### src/rtl/ps2_pkg.sv
// rtl/ps2_pkg.sv - shared PS/2 types, command constants and timing helper
//
// Contents:
//   ps2_state_e    host transmitter FSM state encoding
//   CMD_*          common keyboard command bytes
//   us_to_cycles   converts a microsecond interval to system clock cycles

package ps2_pkg;

    typedef enum logic [2:0] {
        ST_IDLE,
        ST_INHIBIT,
        ST_START,
        ST_DATA,
        ST_PARITY,
        ST_STOP,
        ST_ACK,
        ST_WAIT_IDLE
    } ps2_state_e;

    localparam logic [7:0] CMD_SET_LEDS = 8'hED;
    localparam logic [7:0] CMD_RESET    = 8'hFF;
    localparam logic [7:0] CMD_ENABLE   = 8'hF4;

    // 64-bit intermediate so that e.g. 100 MHz * 15000 us does not overflow.
    function automatic int us_to_cycles(input int clk_hz, input int us);
        longint cyc;
        cyc = (longint'(clk_hz) * longint'(us)) / longint'(1_000_000);
        return int'(cyc);
    endfunction

endpackage

### src/rtl/ps2_line_filter.sv
// rtl/ps2_line_filter.sv - PS/2 line synchroniser, glitch filter and falling-edge strobe
//
// Ports:
//   clk_i     system clock
//   resetn_i  synchronous active-low reset
//   line_i    raw asynchronous pin level
//   level_o   filtered level (changes after FILTER_LEN consecutive equal samples)
//   fall_o    one-cycle strobe when level_o goes 1 -> 0

module ps2_line_filter #(
    parameter int FILTER_LEN = 8
) (
    input  logic clk_i,
    input  logic resetn_i,
    input  logic line_i,
    output logic level_o,
    output logic fall_o
);

    localparam int CW = (FILTER_LEN > 2) ? $clog2(FILTER_LEN) : 1;

    logic          meta_q;
    logic          sync_q;
    logic          level_q;
    logic          fall_q;
    logic [CW-1:0] cnt_q;

    // Idle PS/2 lines are pulled high, so everything resets to the high level.
    always_ff @(posedge clk_i) begin
        if (!resetn_i) begin
            meta_q  <= 1'b1;
            sync_q  <= 1'b1;
            level_q <= 1'b1;
            fall_q  <= 1'b0;
            cnt_q   <= '0;
        end else begin
            meta_q <= line_i;
            sync_q <= meta_q;
            fall_q <= 1'b0;
            // cnt_q counts consecutive samples that disagree with the accepted
            // level; any agreeing sample restarts the count.
            if (sync_q == level_q) begin
                cnt_q <= '0;
            end else if (cnt_q == CW'(FILTER_LEN - 1)) begin
                level_q <= sync_q;
                fall_q  <= ~sync_q;
                cnt_q   <= '0;
            end else begin
                cnt_q <= cnt_q + 1'b1;
            end
        end
    end

    assign level_o = level_q;
    assign fall_o  = fall_q;

endmodule

### src/rtl/ps2_host_tx.sv
// rtl/ps2_host_tx.sv - host-to-device PS/2 command byte transmitter
//
// Ports:
//   clk, reset               system clock, synchronous active-low reset
//   tx_data, tx_valid        command byte request, accepted when tx_ready
//   tx_ready                 high only while idle
//   tx_done / tx_err         one-cycle result pulses (device ACK / timeout or no ACK)
//   rx_inhibit               high while a transmission is in progress
//   ps2_clk_i, ps2_data_i    raw pin levels
//   ps2_clk_oe, ps2_data_oe  pull-low enables for the open-drain pins

module ps2_host_tx
    import ps2_pkg::*;
#(
    parameter int CLK_FREQ    = 100_000_000,
    parameter int INHIBIT_US  = 120,
    parameter int START_TO_US = 15000,
    parameter int FRAME_TO_US = 2000,
    parameter int FILTER_LEN  = 8
) (
    input  logic       clk,
    input  logic       reset,
    input  logic [7:0] tx_data,
    input  logic       tx_valid,
    output logic       tx_ready,
    output logic       tx_done,
    output logic       tx_err,
    output logic       rx_inhibit,
    input  logic       ps2_clk_i,
    input  logic       ps2_data_i,
    output logic       ps2_clk_oe,
    output logic       ps2_data_oe
);

    localparam int INHIBIT_CYC = us_to_cycles(CLK_FREQ, INHIBIT_US);
    localparam int START_CYC   = us_to_cycles(CLK_FREQ, START_TO_US);
    localparam int FRAME_CYC   = us_to_cycles(CLK_FREQ, FRAME_TO_US);
    localparam int MAX_AB      = (INHIBIT_CYC > START_CYC) ? INHIBIT_CYC : START_CYC;
    localparam int MAX_CYC     = (MAX_AB > FRAME_CYC) ? MAX_AB : FRAME_CYC;
    // Timer is loaded with (count - 1) and counts down to zero.
    localparam int TW          = $clog2(MAX_CYC);

    ps2_state_e    state_q, state_d;
    logic [8:0]    shift_q, shift_d;
    logic [3:0]    bit_cnt_q, bit_cnt_d;
    logic [TW-1:0] timer_q, timer_d;
    logic          ack_q, ack_d;
    logic          done_q, done_d;
    logic          err_q, err_d;
    logic          data_meta_q, data_s_q;
    logic          clk_level;
    logic          clk_fall;

    ps2_line_filter #(
        .FILTER_LEN(FILTER_LEN)
    ) u_clk_filter (
        .clk_i   (clk),
        .resetn_i(reset),
        .line_i  (ps2_clk_i),
        .level_o (clk_level),
        .fall_o  (clk_fall)
    );

    always_ff @(posedge clk) begin
        if (!reset) begin
            state_q     <= ST_IDLE;
            shift_q     <= '0;
            bit_cnt_q   <= '0;
            timer_q     <= '0;
            ack_q       <= 1'b1;
            done_q      <= 1'b0;
            err_q       <= 1'b0;
            data_meta_q <= 1'b1;
            data_s_q    <= 1'b1;
        end else begin
            state_q     <= state_d;
            shift_q     <= shift_d;
            bit_cnt_q   <= bit_cnt_d;
            timer_q     <= timer_d;
            ack_q       <= ack_d;
            done_q      <= done_d;
            err_q       <= err_d;
            data_meta_q <= ps2_data_i;
            data_s_q    <= data_meta_q;
        end
    end

    always_comb begin
        state_d     = state_q;
        shift_d     = shift_q;
        bit_cnt_d   = bit_cnt_q;
        timer_d     = (timer_q != '0) ? timer_q - 1'b1 : timer_q;
        ack_d       = ack_q;
        done_d      = 1'b0;
        err_d       = 1'b0;
        ps2_clk_oe  = 1'b0;
        ps2_data_oe = 1'b0;

        unique case (state_q)
            ST_IDLE: begin
                if (tx_valid) begin
                    shift_d   = {~^tx_data, tx_data};
                    bit_cnt_d = '0;
                    timer_d   = TW'(INHIBIT_CYC - 1);
                    state_d   = ST_INHIBIT;
                end
            end
            ST_INHIBIT: begin
                ps2_clk_oe = 1'b1;
                if (timer_q == '0) begin
                    ps2_data_oe = 1'b1;
                    timer_d     = TW'(START_CYC - 1);
                    state_d     = ST_START;
                end
            end
            ST_START: begin
                ps2_data_oe = 1'b1;
                if (clk_fall) begin
                    timer_d = TW'(FRAME_CYC - 1);
                    state_d = ST_DATA;
                end else if (timer_q == '0) begin
                    err_d   = 1'b1;
                    state_d = ST_IDLE;
                end
            end
            ST_DATA: begin
                ps2_data_oe = ~shift_q[0];
                if (clk_fall) begin
                    shift_d   = {1'b1, shift_q[8:1]};
                    bit_cnt_d = bit_cnt_q + 1'b1;
                    if (bit_cnt_q == 4'd7) begin
                        state_d = ST_PARITY;
                    end
                end
            end
            ST_PARITY: begin
                ps2_data_oe = ~shift_q[0];
                if (clk_fall) begin
                    state_d = ST_STOP;
                end
            end
            ST_STOP: begin
                // The device's ACK is the data level at the 11th falling edge;
                // it is captured here and judged in ACK.
                if (clk_fall) begin
                    ack_d   = data_s_q;
                    state_d = ST_ACK;
                end
            end
            ST_ACK: begin
                if (!ack_q) begin
                    state_d = ST_WAIT_IDLE;
                end else begin
                    err_d   = 1'b1;
                    state_d = ST_IDLE;
                end
            end
            ST_WAIT_IDLE: begin
                if (clk_level && data_s_q) begin
                    done_d  = 1'b1;
                    state_d = ST_IDLE;
                end
            end
            default: state_d = ST_IDLE;
        endcase

        // Frame watchdog spans first falling edge through bus-idle; it wins
        // over any other outcome so done and err can never coincide.
        if ((state_q inside {ST_DATA, ST_PARITY, ST_STOP, ST_ACK, ST_WAIT_IDLE})
            && (timer_q == '0)) begin
            state_d     = ST_IDLE;
            done_d      = 1'b0;
            err_d       = 1'b1;
            ps2_clk_oe  = 1'b0;
            ps2_data_oe = 1'b0;
        end
    end

    assign tx_ready   = (state_q == ST_IDLE);
    assign rx_inhibit = (state_q != ST_IDLE);
    assign tx_done    = done_q;
    assign tx_err     = err_q;

endmodule
### config.mk
export PLATFORM = sky130hd
export DESIGN_NAME = ps2_host_tx
export DESIGN_NICKNAME = d
export VERILOG_FILES = /design/src/rtl/ps2_pkg.sv /design/src/rtl/ps2_line_filter.sv /design/src/rtl/ps2_host_tx.sv
export SDC_FILE = /design/constraint.sdc
export NUM_CORES = 1
export LEC_CHECK = 0
export CAP_MARGIN = 25
export CORE_ASPECT_RATIO = 0.9
export CORE_MARGIN = 8
export CORE_UTILIZATION = 55
export CTS_CLUSTER_SIZE = 30
export DETAILED_ROUTE_END_ITERATION = 10
export PLACE_DENSITY = 0.76
export SETUP_SLACK_MARGIN = 0.02
export SLEW_MARGIN = 20
export SYNTH_ARGS = -nofsm -noshare
export SYNTH_HDL_FRONTEND = slang
export SYNTH_SLANG_ARGS = --single-unit
### constraint.sdc
create_clock -name clk -period 4.95 [get_ports clk]
set_input_delay 1.2375 -clock clk [delete_from_list [all_inputs] [get_ports clk]]
set_output_delay 1.2375 -clock clk [all_outputs]
set_load 0.05 [all_outputs]
== Yosys cells after proc, flatten, opt, wreduce, memory -nomap -nowiden ==
Index checks and enable logic that the tools add are counted.
W data, S select, Z words.

* Bits in latches: 0
* Memories: 0
* Bits in registers: 49
* ROM bits: 0
* Logic and storage cells: 91
* Input bits: 13
* RAM bits: 0

* Shift operators: 0
* Bitwise operators: 6
* Add/sub/neg operators: 3
* Divide/modulo/power cells: 0
* Multipliers: 0
* Equal/unequal tests: 18
* Reductions and logical operators: 18
* Mux-type cells: 32
* Magnitude comparators: 0

{| class="wikitable"
|+ Operator list
! kind !! number
|-
| $mux W21 || 4
|-
| $pmux W21 S3 || 1
|-
| $mux W3 || 10
|-
| $pmux W3 S8 || 1
|-
| $logic_not A21 Y1 || 1
|-
| $reduce_bool A21 Y1 || 1
|-
| $sub A21 B1 Y21 const B || 1
|-
| $mux W9 || 2
|-
| $pmux W9 S2 || 1
|-
| $eq A3 B3 Y1 const B || 5
|-
| $reduce_or A3 Y1 || 3
|-
| $mux W1 || 8
|-
| $mux W4 || 2
|-
| $ne A2 B2 Y1 const B || 4
|-
| $pmux W4 S2 || 1
|-
| $reduce_and A8 Y1 || 1
|-
| $reduce_xnor A8 Y1 || 1
|-
| $eq A3 B2 Y1 const B || 2
|-
| $ne A2 B1 Y1 const B || 3
|-
| $not A1 Y1 || 6
|-
| $reduce_bool A5 Y1 || 1
|-
| $add A4 B1 Y4 const B || 1
|-
| $eq A4 B3 Y1 const B || 1
|-
| $reduce_and A2 Y1 || 2
|-
| 12 further kinds || 14
|}

== Longest topological paths before layout ==
Gate-level depths: netlist of run 1.

* Depth after elaboration: 5
* Depth in mapped cells: 10
* Gate-level depth less buffers: 9

== Hierarchy ==
A second synthesis of run 1 with hierarchy kept.

* Cells, all modules: 309
* Area, all modules: 2646.3 µm²

{| class="wikitable"
|+ By module, submodules not included
! module !! cells each !! seq. area each (µm²) !! times used !! area each (µm²)
|-
| ps2_host_tx || 290 || 840.8 || 1 || 2407.3
|-
| ps2_line_filter || 19 || 140.1 || 1 || 239.0
|}

== Worst setup path after synthesis of run 1 ==
No wires, ideal clock.

* Kind: register -> output
* Start point: reg timer_q[0]
* End point: out ps2_data_oe
* Buffers on the path: 1
* Setup slack: 1241 ps
* Required time: 3713 ps
* Cell stages (with the launch flop): 9
* Data arrival time: 2471 ps
* Cells stage by stage: dfxtp_1 -> inv_1 -> ha_1 -> or3b_1 -> clkbuf_1 -> nor3_1 -> nand2_2 -> mux2i_1 -> o22ai_1

* Cells in the longest elaborated chain, start to end: 4
* Elaborated cells on any way between the ends: 5
* Those cells by class: 3 x mux; 2 x reduce/logical

{| class="wikitable"
|+ RTL lines
! what !! line !! source
|-
| start: declaration || ps2_host_tx.sv:46 || <nowiki>logic [TW-1:0] timer_q, timer_d;</nowiki>
|-
| start signal: assignment || ps2_host_tx.sv:79 || <nowiki>timer_q <= timer_d;</nowiki>
|-
| $logic_not A21 Y1 (*) || ps2_host_tx.sv:110, ps2_host_tx.sv:170 ||
|-
| $mux W1 || ps2_host_tx.sv:110 || <nowiki>if (timer_q == '0) begin</nowiki>
|-
| $pmux W1 S3 || ps2_host_tx.sv:99 || <nowiki>unique case (state_q)</nowiki>
|-
| $mux W1 (*) || ps2_host_tx.sv:169 || <nowiki>if ((state_q inside {ST_DATA, ST_PARITY, ST_STOP, ST_ACK, ST_WAIT_IDLE})</nowiki>
|-
| end: declaration || ps2_host_tx.sv:32 || <nowiki>output logic ps2_data_oe</nowiki>
|}

Every way passes the cells marked *; elsewhere a longest branch is shown, timed or not.

== Worst setup path after layout of run 1 ==
* Start point: reg timer_q[13]
* End point: out ps2_data_oe

Same word-level chain as after synthesis.

==> metrics, run 1 <==
status finished, final reports clean; Post-CTS Resized 0; Final Core Density 64.0%; Chip Height about 81 um; H-tree depth 2; routed wire length 5510 um; final instance area 2870 um2; number of vias per cell between 5 and 6; Fmax 0.226 GHz; hold path depth 1; endpoints failing hold 0; Synth Warn # 0; Syn Area/Cell about 8.5 um2; clk buf depth 2; Setup Viol. Count Final 0; vias in the first global route about 2000; ys flop type dfxtp_1; Async SR Flop Fraction 0%; gr ovfl total 0; Reg2Reg Setup Slack 2270 ps; MaxCap Viol Count 0; # DRC 0; Setup Skew roughly 13 ps; top post-synthesis cells by area dfxtp_1 38%, xnor2_1 5.4%, nand2_1 4.9%, nor2_1 3.6%, a21oi_1 3.1%; Final ANT Viol Nets 0; sequential share of the synthesized area around two fifths; Port Buffers 18; Final Net Count between 300 and 400; post-synth top area cell dfxtp_1; largest net degree at the start of global routing 22; Sink Count between 40 and 50; Setup WS pre-CTS between 800 and 900 ps; wire length per cell roughly 15 um; RSZ-0062 raised after global routing no; Peak VDD IR approximately 440 uV; Setup crit end kind primary output; cts bufs inserted 5; synthesized area 2580 um2; fillers 401; number of diodes 0; fraction of the cycle the final worst path needs 89.4%; initial antenna violation count 0; hold wc startpoint u_clk_filter.meta_q$_SDFF_PN1_; gp weighted congestion 0.875; Synth Instances roughly 310; R2R depth 5; Reg-to-Reg Start timer_q[13]$_SDFF_PN0_; CP required approximately 3700 ps; Core ar. ~4500 um2; Clk pin slew, worst setup/hold paths 90 ps; row count 23; Total GRT Usage 16.5%; min-delay worst type reg2reg; CTS root buf clkbuf_8; number of synthesized flops with an enable pin 0; Synthesized Nets 323; critical path arrival about 3200 ps; Crit Reg-Reg Endpoint timer_q[2]$_SDFF_PN0_; post-DP HPWL 3960 um; share of cells above drive strength 1 between 6 and 7%; die area 7140 um2; Static Leak roughly 1.1 nW; hold buffer count at cts 0; effective utilization at floorplan a little under three fifths; Worst setup SP type register; setup TNS 0 ps; worst-path maximum fanout 10; first-pass GRT wire length ~9400 um; post-synth cell types between 50 and 60; Setup CP Type reg2out; WHS Endpoint u_clk_filter.sync_q$_SDFF_PN1_; die width a little under 90 um; Ports 19; fin. max-slew vios 0; CTS tree yes; Clock Latency Late Sink roughly 300 ps; minimum clock period 4420 ps; drt initial violations about 150; PD cells around 530 nW/um2; Syn-to-layout area delta 11.2%; Tightest Pin Transition 709 ps; post-CTS setup buffer count 0; fin worst setup slack around 530 ps; top cell type's share of synthesized area between 30% and 40%; Vias approximately 2200; number of detailed-route iterations in the first pass 4; relative slew slack between 50% and 60%; Area after DPL 2760 um2; Synth Register Bits 49
==> worst max path at each step <==
| stage | startpoint | to | slack [ps] |
|---|---|---|---|
| floorplan | timer_q[0]$_SDFF_PN0_ | ps2_data_oe | 1240 |
| global placement | timer_q[13]$_SDFF_PN0_ | ps2_data_oe | 930 |
| detailed placement | timer_q[0]$_SDFF_PN0_ | ps2_data_oe | 890 |
| CTS | timer_q[13]$_SDFF_PN0_ | ps2_data_oe | 540 |
| global route | timer_q[0]$_SDFF_PN0_ | ps2_data_oe | 310 |
| finish | timer_q[13]$_SDFF_PN0_ | ps2_data_oe | 530 |
==> critical path, cell delays in order, from the launching register on <==
cell and delay, ps:
dfxtp_1 350, or4_1 700, nor3_4 440, nand2_2 240, mux2i_1 170, o22ai_1 160, clkdlybuf4s50_1 830
==> cell usage in the layout (no fill, tap or decap), drive strengths merged, types with 9 or more instances in the layout <==
| cell type | count |
|---|---|
| a21oi | 17 |
| a311oi | 9 |
| clkdlybuf4s50 | 18 |
| dfxtp | 49 |
| nand2 | 35 |
| nor2 | 25 |
| nor3 | 12 |
| o21ai | 11 |
| xnor2 | 16 |
==> synthesized netlist by cell type, types with 2 or more instances <==
| cell | count |
|---|---|
| nand2b_1 | 6 |
| nor2b_1 | 3 |
| a22oi_1 | 2 |
| nor2_1 | 25 |
| o22ai_1 | 2 |
| and4b_1 | 2 |
| a211oi_1 | 5 |
| buf_2 | 3 |
| a21oi_1 | 16 |
| o31ai_1 | 3 |
| a311oi_1 | 9 |
| nor3_1 | 10 |
| nand2_1 | 34 |
| nand3_1 | 7 |
| or3_1 | 5 |
| buf_1 | 2 |
| o21a_1 | 2 |
| nand4_1 | 2 |
| a31oi_1 | 8 |
| nand4b_1 | 3 |
| or4_1 | 6 |
| and3_1 | 3 |
| nor4_1 | 5 |
| o21ai_1 | 2 |
| mux2i_1 | 4 |
| inv_1 | 8 |
| and2_1 | 3 |
| xnor2_1 | 16 |
| clkbuf_1 | 14 |
| nor3b_1 | 2 |
| ha_1 | 5 |
| nor4b_1 | 2 |
| o21ai_0 | 8 |
| dfxtp_1 | 49 |
| xor2_1 | 6 |
==> cell type report <==
type	count	area (um2)	area share [%]
clock buffers	7	86.3	3.01
clock inverters	1	30.0	1.05
inverters	8	30.0	1.05
multi-input cells	227	1480	51.5
flip-flops and latches	49	981	34.2
well taps	62	77.6	2.70
repair buffers	19	188	6.54
==> power by group <==
part / internal, mW / switching, mW
Combinational: 0.257 / 0.398
Clock: 0.165 / 0.127
Sequential: 0.470 / 0.101
==> through the flow <==
| stage | std cells | power [mW] | hold WS (ps) |
|---|---|---|---|
| final | 373 | 1.52 | 415 |
| after global routing | 373 | 1.62 | 439 |
| after detailed placement | 365 | 1.22 | 399 |
| after floorplan | 305 | 1.09 | 386 |
| after CTS | 373 | 1.52 | 420 |
| after global placement | 365 | 1.22 | 388 |
==> metal layers <==
layer | wire length, um | part of all wire [%] | vias up | track usage [%]
li1 | - | - | 1126 | -
met1 | 2700 | 49 | 1025 | 23.0
met2 | 2470 | 45 | 53 | 24.2
met3 | 287 | 5.2 | 5 | 3.93
met4 | 51 | 0.93 | 0 | 5.40
met5 | 0 | 0 | - | 0
==> cell families after synthesis <==
kind of cell | synth area share [%]
fa+ha+maj | 2.42
compound gates | 18.9
flops | 38.0
xor+xnor | 7.46
buf+inv | 4.70
simple gates | 27.0
mux | 1.55
==> state kept, by name (all words and copies together), names as in the netlist, 3 cells and up <==
register and flops:
u_clk_filter.cnt_q 3, timer_q 21, shift_q 9, state_q 3, bit_cnt_q 4
Note: power is estimated with default switching activity, not from simulation.
==> inputs of run 2 (changes only) <==
--- a/config.mk
+++ b/config.mk
@@ -6,7 +6,6 @@
 export NUM_CORES = 1
 export LEC_CHECK = 0
 export CAP_MARGIN = 25
-export CORE_ASPECT_RATIO = 0.9
 export CORE_MARGIN = 8
 export CORE_UTILIZATION = 55
 export CTS_CLUSTER_SIZE = 30
==> constraint.sdc (replaced) <==
create_clock -name clk -period 4.45 [get_ports clk]
set_input_delay 1.1125 -clock clk [delete_from_list [all_inputs] [get_ports clk]]
set_output_delay 1.1125 -clock clk [all_outputs]
set_load 0.05 [all_outputs]
==> metrics, run 2 (synthesis gave the netlist of run 1 again) <==
minimum clock period 3910 ps; die width 84.5 um (was 88.2 um); die area 7140 um2 (about the same); Total GRT Usage 16.7% (was 16.5%); setup TNS 0 ps (unchanged); effective utilization at floorplan 55.8% (was 57.5%); RSZ-0062 raised after global routing no (unchanged); Setup CP Type reg2out (unchanged); gp weighted congestion 0.902 (was 0.875); wire length per cell 15.4 um (was 14.8 um); sw frac 41.8% (was 41.2%); MaxCap Viol Count 0 (unchanged); H-tree depth 2 (unchanged); Ports 19 (unchanged); most common cell after layout, fill and taps aside dfxtp_1 (unchanged); clk buf depth 2 (unchanged); CTS root buf clkbuf_8 (unchanged); number of vias per cell 6.14 (was 5.92); post-DP HPWL 3940 um (was 3960 um); Largest register FFs 21 (unchanged); fraction of the cycle the final worst path needs ~88%; Sink Count 49 (unchanged); most frequent cells in the layout 49 x dfxtp_1, 34 x nand2_1, 25 x nor2_1, 17 x clkdlybuf4s50_1 (was 49 x dfxtp_1, 34 x nand2_1, 25 x nor2_1, 18 x clkdlybuf4s50_1); Static Leak 1.08 nW (was 1.06 nW); Setup Viol. Count Final 0 (unchanged); fillers 411 (was 401); cts bufs inserted 5 (unchanged); endpoints failing hold 0 (unchanged); number of diodes 0 (unchanged); Psw 717 uW (was 625 uW); Tot Pwr 1.72 mW (was 1.52 mW); min-delay worst type reg2reg (unchanged); Core ar. 4630 um2 (was 4490 um2); row count 25 (was 23); Peak VDD IR 244 uV (was 437 uV); Final Net Count 330 (was 328); share of cells above drive strength 1 7.35% (was 6.43%); Clk pwr share 19.5% (was 19.2%); Post-CTS Resized 0 (unchanged); # DRC 0 (unchanged); Tightest Pin Transition 692 ps (was 709 ps); status finished, final reports clean (unchanged); CP required 3340 ps (was 3710 ps); Clock Latency Late Sink 310 ps (was 300 ps); Setup Skew 12.1 ps (was 12.6 ps); drt initial violations 162 (was 151); Chip Height 84.5 um (was 81.0 um); first-pass GRT wire length 9950 um (was 9430 um); Setup crit end kind primary output (unchanged); relative slew slack 53.8% (was 52.7%); largest register by flop count timer_q (unchanged); routed wire length 5660 um (was 5510 um); Final ANT Viol Nets 0 (unchanged); gr ovfl total 0 (unchanged); fin. max-slew vios 0 (unchanged); internal power 998 uW (was 892 uW); PD cells 595 nW/um2 (was 528 nW/um2); number of detailed-route iterations in the first pass 4 (unchanged); vias in the first global route 2176 (was 1996); post-CTS setup buffer count 0 (unchanged); Vias 2252 (was 2209); Worst setup SP type register (unchanged); largest net degree at the start of global routing 22 (unchanged); Syn-to-layout area delta 11.7% (was 11.2%); hold buffer count at cts 0 (unchanged); critical path arrival 2790 ps (was 3190 ps); Clk pin slew, worst setup/hold paths 90 ps (about the same); CTS tree yes (unchanged); worst-path maximum fanout 10 (unchanged); Fmax about 0.26 GHz; Comb power frac 43.4% (was 43.2%); Flop pwr share 37.1% (was 37.6%); Port Buffers 18 (unchanged); largest registers timer_q x21, shift_q x9, bit_cnt_q x4 (unchanged); initial antenna violation count 0 (unchanged)
==> run 2: cell types whose count changed in the layout (fill, tap and decap cells not counted) <==
cell,before,now
clkinvlp_4,0,1
clkdlybuf4s50_1,18,17
buf_4,1,3
clkbuf_1,1,0
dlymetal6s2s_1,0,1
==> run 2: routing by layer <==
layer | share of wire, % | GRT usage (%) | up-vias | wire length [um]
met3 | 4.4 | 3.80 | 18 | 249
li1 | - | - | 1123 | -
met1 | 47 | 20.7 | 1048 | 2650
met4 | 2.7 | 8.41 | 0 | 153
met2 | 46 | 26.6 | 63 | 2600
met5 | 0 | 0 | - | 0
==> run 2: power by group through the flow <==
| stage | Sequential, mW | Combinational [mW] | Clock [mW] |
|---|---|---|---|
| 5_1_grt | 0.652 | 0.821 | 0.363 |
| 2_1_floorplan | 0.588 | 0.626 | 0 |
| 3_3_place_gp | 0.635 | 0.729 | 0 |
| 3_5_place_dp | 0.641 | 0.735 | 0 |
| 4_1_cts | 0.632 | 0.740 | 0.342 |
| 6_report | 0.636 | 0.744 | 0.335 |
==> run 2: worst max-delay path, cell delays in order, from the launching register on <==
cell            delay [ps]
dfxtp_1                350
inv_1                   70
ha_1                   170
or3b_1                 500
nor3_1                 400
nand2_2                230
mux2i_1                160
o22ai_1                160
dlymetal6s2s_1         450
==> run 2: final cells by class <==
class	instances	area, um2	area share, %
multi-input combinational	227	1480	51.3
sequential	49	981	34.0
timing repair buffer	21	205	7.12
clock buffer	6	82.6	2.86
tap	54	67.6	2.34
clock inverter	2	37.5	1.30
inverter	8	30.0	1.04
==> run 2: path summary, 6_finish.rpt <==
check	from	endpoint	slack [ps]	cells past startpoint
worst max-delay path	timer_q[0]$_SDFF_PN0_	ps2_data_oe	540	8
worst min-delay path	data_meta_q$_SDFF_PN1_	data_s_q$_SDFF_PN1_	420	1
worst max register to register	timer_q[15]$_SDFF_PN0_	timer_q[4]$_SDFF_PN0_	1810	5
worst min register to register	data_meta_q$_SDFF_PN1_	data_s_q$_SDFF_PN1_	420	1
==> run 2: per-stage QoR <==
stage	util (%)	hold slack, ps	setup slack (ps)	instances	instance area (um2)
after floorplan	-	386	866	305	2580
after global routing	62.3	430	347	367	2880
after global placement	59.6	388	572	359	2760
after detailed placement	59.6	399	496	359	2760
after CTS	62.2	423	153	367	2880
final	62.3	419	545	367	2880
==> inputs of run 3 (changes only) <==
--- a/config.mk
+++ b/config.mk
@@ -16,3 +16,4 @@
 export SYNTH_ARGS = -nofsm -noshare
 export SYNTH_HDL_FRONTEND = slang
 export SYNTH_SLANG_ARGS = --single-unit
+export TNS_END_PERCENT = 20
==> constraint.sdc (replaced) <==
create_clock -name clk -period 4.46 [get_ports clk]
set_input_delay 1.115 -clock clk [delete_from_list [all_inputs] [get_ports clk]]
set_output_delay 1.115 -clock clk [all_outputs]
set_load 0.05 [all_outputs]
==> results of run 3 <==
The final DEF is identical to that of run 2. Status: finished, final reports clean.
Among the figures that moved: setup slack after placement 496 ps -> 504 ps; setup slack after layout 545 ps -> 552 ps; register-to-register setup slack 1810 ps -> 1820 ps; total power 1.72 mW -> 1.71 mW
